<file path="src/rtl/bcd_to_bin_convertor_pkg.sv">
// bcd_conv_pkg: shared constants, FSM state type and width helper for the
// packed-BCD to binary convertor.
package bcd_conv_pkg;

  localparam int       DIGIT_W       = 4;
  localparam logic [3:0] BCD_MAX_DIGIT = 4'd9;
  localparam logic [3:0] ADJ_THRESH    = 4'd8;
  localparam logic [3:0] ADJ_VAL       = 4'd3;

  typedef enum logic {IDLE = 1'b0, CONV = 1'b1} state_t;

  // ceil(log2(10**digits)): binary width that holds the largest BCD value,
  // which is also the number of shift steps the engine needs.
  function automatic int calc_bin_w(input int digits);
    longint p;
    int     w;
    p = 1;
    w = 0;
    for (int i = 0; i < digits; i++) p = p * 10;
    for (int i = 0; i < 40; i++)
      if ((longint'(1) << i) < p) w = i + 1;
    return w;
  endfunction

endpackage

</file>
<file path="src/rtl/bcd_to_bin_convertor_if.sv">
// Request/response bundle for bcd_to_bin_convertor.
//   start, bcd_in                 : requester -> convertor
//   bin_result, done, busy, err   : convertor -> requester
interface bcd_to_bin_convertor_if #(parameter int DIGITS = 3);
  import bcd_conv_pkg::*;

  localparam int BIN_W = calc_bin_w(DIGITS);

  logic                        start;
  logic [DIGIT_W*DIGITS-1:0]   bcd_in;
  logic [BIN_W-1:0]            bin_result;
  logic                        done;
  logic                        busy;
  logic                        err;

  modport master (output start, bcd_in, input bin_result, done, busy, err);
  modport slave  (input start, bcd_in, output bin_result, done, busy, err);
endinterface

</file>
<file path="src/rtl/bcd_to_bin_convertor_digit_adjust.sv">
// bcd_digit_adjust: one step of reverse double-dabble correction for a
// single BCD digit. After a right shift a digit that picked up the 8 weight
// from its upper neighbour holds 8+x but should hold 5+x, so subtract 3.
//   din  : shifted 4-bit digit field
//   dout : corrected digit field
module bcd_digit_adjust
  import bcd_conv_pkg::*;
(
  input  logic [3:0] din,
  output logic [3:0] dout
);
  assign dout = (din >= ADJ_THRESH) ? din - ADJ_VAL : din;
endmodule

</file>
<file path="src/rtl/bcd_to_bin_convertor.sv">
// bcd_to_bin_convertor: iterative packed-BCD to unsigned binary converter.
// One shift/adjust step per clock; BIN_W steps per conversion, result
// returned with a one-cycle done pulse. Operands with a digit > 9 are
// rejected in one cycle with err=1 and bin_result=0.
//   clk, rst : clock, async active-high reset
//   bus      : slave side of bcd_to_bin_convertor_if
//              (start/bcd_in in; bin_result/done/busy/err out)
module bcd_to_bin_convertor
  import bcd_conv_pkg::*;
#(
  parameter int DIGITS = 3
) (
  input  logic                    clk,
  input  logic                    rst,
  bcd_to_bin_convertor_if.slave   bus
);
  localparam int BIN_W = calc_bin_w(DIGITS);
  localparam int BCD_W = DIGIT_W * DIGITS;
  localparam int SR_W  = BCD_W + BIN_W;
  localparam int CNT_W = $clog2(BIN_W + 1);
  localparam logic [CNT_W-1:0] LAST = CNT_W'(BIN_W - 1);

  state_t                   state, state_nxt;
  logic [SR_W-1:0]          sr;
  logic [SR_W-1:0]          shifted;
  logic [DIGITS-1:0][3:0]   adj_dig;
  logic [SR_W-1:0]          nxt;
  logic [CNT_W-1:0]         cnt;
  logic [DIGITS-1:0]        dig_bad;
  logic                     any_bad;
  logic                     last_step;

  // Shift, then correct every BCD digit field of the shifted word.
  assign shifted = sr >> 1;

  for (genvar g = 0; g < DIGITS; g++) begin : g_dig
    bcd_digit_adjust u_adj (
      .din  (shifted[BIN_W + DIGIT_W*g +: DIGIT_W]),
      .dout (adj_dig[g])
    );
    assign dig_bad[g] = bus.bcd_in[DIGIT_W*g +: DIGIT_W] > BCD_MAX_DIGIT;
  end

  assign nxt       = {adj_dig, shifted[BIN_W-1:0]};
  assign any_bad   = |dig_bad;
  assign last_step = (cnt == LAST);

  // FSM: state register
  always_ff @(posedge clk or posedge rst) begin
    if (rst) state <= IDLE;
    else     state <= state_nxt;
  end

  // FSM: next state
  always_comb begin
    state_nxt = state;
    case (state)
      IDLE: if (bus.start && !any_bad) state_nxt = CONV;
      CONV: if (last_step)             state_nxt = IDLE;
      default:                         state_nxt = IDLE;
    endcase
  end

  // FSM: outputs
  always_comb begin
    bus.busy = (state == CONV);
  end

  // Datapath and result registers. done defaults low so it only pulses.
  always_ff @(posedge clk or posedge rst) begin
    if (rst) begin
      sr             <= '0;
      cnt            <= '0;
      bus.bin_result <= '0;
      bus.done       <= 1'b0;
      bus.err        <= 1'b0;
    end else begin
      bus.done <= 1'b0;
      case (state)
        IDLE: if (bus.start) begin
          if (any_bad) begin
            bus.err        <= 1'b1;
            bus.done       <= 1'b1;
            bus.bin_result <= '0;
          end else begin
            sr      <= {bus.bcd_in, {BIN_W{1'b0}}};
            bus.err <= 1'b0;
            cnt     <= '0;
          end
        end
        CONV: begin
          sr  <= nxt;
          cnt <= cnt + 1'b1;
          if (last_step) begin
            bus.bin_result <= nxt[BIN_W-1:0];
            bus.done       <= 1'b1;
          end
        end
        default: ;
      endcase
    end
  end

endmodule
</file>
<file path="src/flat_wrapper.sv">
// flat-port wrapper written by rule: the top's interface ports become plain ports
module bcd_to_bin_convertor_flat import bcd_conv_pkg::*;
#(
  parameter int DIGITS = 3
)
  (clk, rst, bus_start, bus_bcd_in, bus_bin_result, bus_done, bus_busy, bus_err);
  bcd_to_bin_convertor_if #(.DIGITS(DIGITS)) bus_i ();
  input  logic clk;
  input  logic rst;
  input wire logic [$bits(bus_i.start)-1:0] bus_start;
  input wire logic [$bits(bus_i.bcd_in)-1:0] bus_bcd_in;
  output wire logic [$bits(bus_i.bin_result)-1:0] bus_bin_result;
  output wire logic [$bits(bus_i.done)-1:0] bus_done;
  output wire logic [$bits(bus_i.busy)-1:0] bus_busy;
  output wire logic [$bits(bus_i.err)-1:0] bus_err;
  assign bus_i.start = bus_start;
  assign bus_i.bcd_in = bus_bcd_in;
  assign bus_bin_result = bus_i.bin_result;
  assign bus_done = bus_i.done;
  assign bus_busy = bus_i.busy;
  assign bus_err = bus_i.err;
  bcd_to_bin_convertor #(.DIGITS(DIGITS)) u_core (.clk(clk), .rst(rst), .bus(bus_i));
endmodule
</file>
<file path="config.mk">
export PLATFORM = sky130hd
export DESIGN_NAME = bcd_to_bin_convertor_flat
export DESIGN_NICKNAME = d
export VERILOG_FILES = /design/src/rtl/bcd_to_bin_convertor_pkg.sv /design/src/rtl/bcd_to_bin_convertor_if.sv /design/src/rtl/bcd_to_bin_convertor_digit_adjust.sv /design/src/rtl/bcd_to_bin_convertor.sv /design/src/flat_wrapper.sv
export SDC_FILE = /design/constraint.sdc
export NUM_CORES = 1
export LEC_CHECK = 0
export CELL_PAD_IN_SITES_DETAIL_PLACEMENT = 1
export CELL_PAD_IN_SITES_GLOBAL_PLACEMENT = 2
export CORE_AREA = 2 2 84 86
export DETAILED_ROUTE_END_ITERATION = 6
export DIE_AREA = 0 0 86 88
export PLACE_DENSITY = 0.78
export SKIP_CTS_REPAIR_TIMING = 1
export SYNTH_ARGS = -nofsm -noshare
export SYNTH_HDL_FRONTEND = slang
export SYNTH_SLANG_ARGS = --single-unit
export TNS_END_PERCENT = 10
</file>
<file path="constraint.sdc">
create_clock -name clk -period 1.61 [get_ports clk]
set_clock_uncertainty 0.2 [all_clocks]
set_input_delay 0.483 -clock clk [delete_from_list [all_inputs] [get_ports clk]]
set_output_delay 0.483 -clock clk [all_outputs]
set_load 0.02 [all_outputs]
</file>
==> run metrics, run 1 <==
Worst Path Required 1.57 ns; Hold Fails Final Rpt 0; fraction of synthesized area in multiplexers 1.071%; Power Total 4.541 mW; unrepaired setup endpoints after global routing yes; Buf/Inv on CP 1; IO Count 28; Post-Route WL 5420 microns; first-pass GRT wire length 9025 microns; worst path cell trace dlymetal6s2s_1 > o21ai_2 > a41oi_2 > a221o_1; Setup CP Type input port to flip-flop; P&R area growth vs syn 40.64%; total negative slack -0.004247 ns; CP top delay family compound AO/OA/AOI/OAI gates; post-synthesis compound-gate area fraction 20.23%; slowest CP cell a221o_1; HP Class flip-flop to flip-flop; Die W 86 microns; final core utilization 42.03%; crit-path max cell delay 0.43 ns; synthesized flop and latch total 38; PwrDens 1626 nW/um^2; Final nets 283; total grt overflow 0; sequential area share after synthesis 47.89%; Critical Path AT 1.58 ns; r2r setup slk 0.05 ns; Num CTS Buffers 5; Worst slew margin 70.53%; Post-Synth XOR/XNOR Area 2.647%; CTS root buffer clkbuf_8; routed length on met1 2528 microns; Core ar. 6644 sq um; post-route setup slack -0.004247 ns; async set-reset flop share out of synthesis 100.0%; Adder-Cell Fraction of Synth Area 3.781%; Post-Synth Simple-Gate Area 19.97%; max-slew violation count 0; Hold Path Depth 2; R2R depth 5; Worst-Skew Late Latency 0.29 ns; CP startpoint kind input port; top_reg_cell synth dfrtp_1; worst vdd ir 0.5027 mV; number of diodes 0; clk slew on worst S/H paths 0.07 ns; Final Cycle Share 100.3%; clk sinks 38; Synth Cell Area 1986 sq um; GPL Wtd Cong 0.7972; dpl ws -0.6659 ns; main combinational cell family by area after synthesis compound AO/OA/AOI/OAI gates; H-tree Lvls 2; failing checks negative setup slack; Top Metal Used met4; Final min period 1.614 ns; largest net degree at the start of global routing 39; Fillers 756; Met3 Wirelength 136 microns; Max Cap Viol 0; Vias 1743; Netlist cell types 41; final setup fails 1; Port Buf Inserts 27; Synth warnings 0; HPWL Detailed 3834 microns; Residual DRC 0; Rows 30; Max Freq 0.6195 GHz; die height 88 microns; Worst-Margin Slew 0.4420 ns; Pre-antenna DRT Iters 4; vias per cell 5.096; initial drt markers 94; layout cells sized above 1 23.28%; Post-DRT Antenna Nets 0; WL/cell 15.85 microns; CP endpoint kind flip-flop; Placed Instances 333; status finished, violations left; GRT Total Usage 15.43%; vias in the first global route 1832; Initial Util 29.89%; Avg Cell Area, Syn 9.782 sq um; CTS tree done; critical path depth 4; number of synthesized flops with an enable pin 0; final cell count without fillers 342; metal2 WL 2656 microns; CP Max Fanout 5; CTS max path bufs 2; Post-Syn Nets 224; DIE AREA 7568 sq um; Leakage 1.455 nW; initial antenna violation count 0; Post-Synthesis Cells 203
-- where the power goes --
part | switching (mW) | internal [mW]
clock | 0.325 | 0.496
sequential | 0.310 | 1.37
combinational | 1.07 | 0.979
-- worst paths after layout --
check	endpoint	from
min in group asynchronous	u_core.sr[11]$_DFFE_PP0P_	rst
max	u_core.sr[14]$_DFFE_PP0P_	bus_bcd_in[10]
max reg2reg	u_core.bus.bin_result[7]$_DFFE_PP0P_	u_core.bus.busy$_DFF_PP0_
max in group asynchronous	u_core.sr[17]$_DFFE_PP0P_	rst
min reg2reg	u_core.bus.bin_result[0]$_DFFE_PP0P_	u_core.sr[1]$_DFFE_PP0P_
min	u_core.bus.bin_result[0]$_DFFE_PP0P_	u_core.sr[1]$_DFFE_PP0P_
-- metal layers --
layer  vias to the layer above  global-route usage (%)
li1                        838                       -
met1                       871                   20.34
met2                        27                   25.02
met3                         7                   2.828
met4                         0                   6.494
met5                         -                       0
-- layout by cell type, fill, tap and decap left out, types with 2 or more instances in the layout --
cell	count
o21a_4	3
nand2_1	42
nor4_4	2
clkdlybuf4s50_1	4
buf_4	29
dfrtp_1	38
clkbuf_8	6
buf_6	5
a311o_1	2
xnor2_1	3
o21ai_1	12
a221o_1	4
a41oi_1	5
ha_1	6
nand2b_1	6
o21ai_2	3
a31oi_1	3
and3b_1	2
o22ai_1	3
o211ai_1	2
clkbuf_2	4
buf_12	2
inv_1	8
dlymetal6s2s_1	19
o41ai_1	3
nand4_1	4
nor2_1	9
o21ai_0	5
nor2b_1	8
xor2_1	3
-- logic make-up (layout without fill, tap and decap cells) --
kind of cell / count (synthesis) / in the layout
compound gates: 53 / 53
xor+xnor: 6 / 6
fa+ha+maj: 6 / 6
buf+inv: 21 / 80
flops: 38 / 38
mux: 2 / 2
simple gates: 77 / 77
-- synthesized netlist by cell type, types with 4 or more instances --
cell type	n	area (sq um)
nand2_1	42	157.7
dfrtp_1	38	950.9
o21ai_1	11	55.05
inv_1	9	33.78
nor2_1	9	33.78
nor2b_1	8	50.05
nand2b_1	7	43.79
clkbuf_1	6	22.52
ha_1	6	75.07
o21ai_0	6	30.03
a41oi_1	5	43.79
a221o_1	4	40.04
buf_2	4	20.02
nand4_1	4	25.02
o41ai_1	4	35.03
-- registers in the layout, summed over array words and instances (netlist names) --
signal,flops
u_core.bus.busy,1
u_core.sr,21
u_core.bus.bin_result,10
u_core.bus.done,1
u_core.bus.err,1
u_core.cnt,4
-- layout make-up --
| type | instances | area, sq um | area share (%) |
|---|---|---|---|
| inverters | 10 | 41.29 | 1.478 |
| flip-flops and latches | 38 | 950.9 | 34.05 |
| repair buffers | 63 | 611.8 | 21.91 |
| clock buffers | 6 | 82.58 | 2.957 |
| clock inverters | 1 | 30.03 | 1.075 |
| multi-input cells | 144 | 975.9 | 34.95 |
| well taps | 80 | 100.1 | 3.584 |
-- tightest hold or removal path: cells and delay by family (launching register included) --
family	cells	cell delay (ns)
AOI/OAI and AO/OA	1	0.06
and+or+nand+nor	1	0.05
DFF	1	0.35
-- per-stage QoR --
step           area (sq um)  hold WS [ns]
5_1_grt                2793        0.3420
2_1_floorplan          1986        0.2554
4_1_cts                2699        0.2966
3_3_place_gp           2586        0.2792
3_5_place_dp           2586        0.2878
6_report               2793        0.2953
Power figures use the tool's default switching activity.
==> inputs of run 2 (changes only) <==
--- a/config.mk
+++ b/config.mk
@@ -12,6 +12,7 @@
 export DIE_AREA = 0 0 86 88
 export PLACE_DENSITY = 0.78
 export SKIP_CTS_REPAIR_TIMING = 1
+export SLEW_MARGIN = 20
 export SYNTH_ARGS = -nofsm -noshare
 export SYNTH_HDL_FRONTEND = slang
 export SYNTH_SLANG_ARGS = --single-unit
==> results of run 2 <==
No change in the layout: final DEF, timing and power equal those of run 1.
==> inputs of run 3 (changes only) <==
--- a/config.mk
+++ b/config.mk
@@ -8,6 +8,7 @@
 export CELL_PAD_IN_SITES_DETAIL_PLACEMENT = 1
 export CELL_PAD_IN_SITES_GLOBAL_PLACEMENT = 2
 export CORE_AREA = 2 2 84 86
+export CTS_CLUSTER_SIZE = 40
 export DETAILED_ROUTE_END_ITERATION = 6
 export DIE_AREA = 0 0 86 88
 export PLACE_DENSITY = 0.78
==> results of run 3 <==
No change in the layout: final DEF, timing and power equal those of run 1.
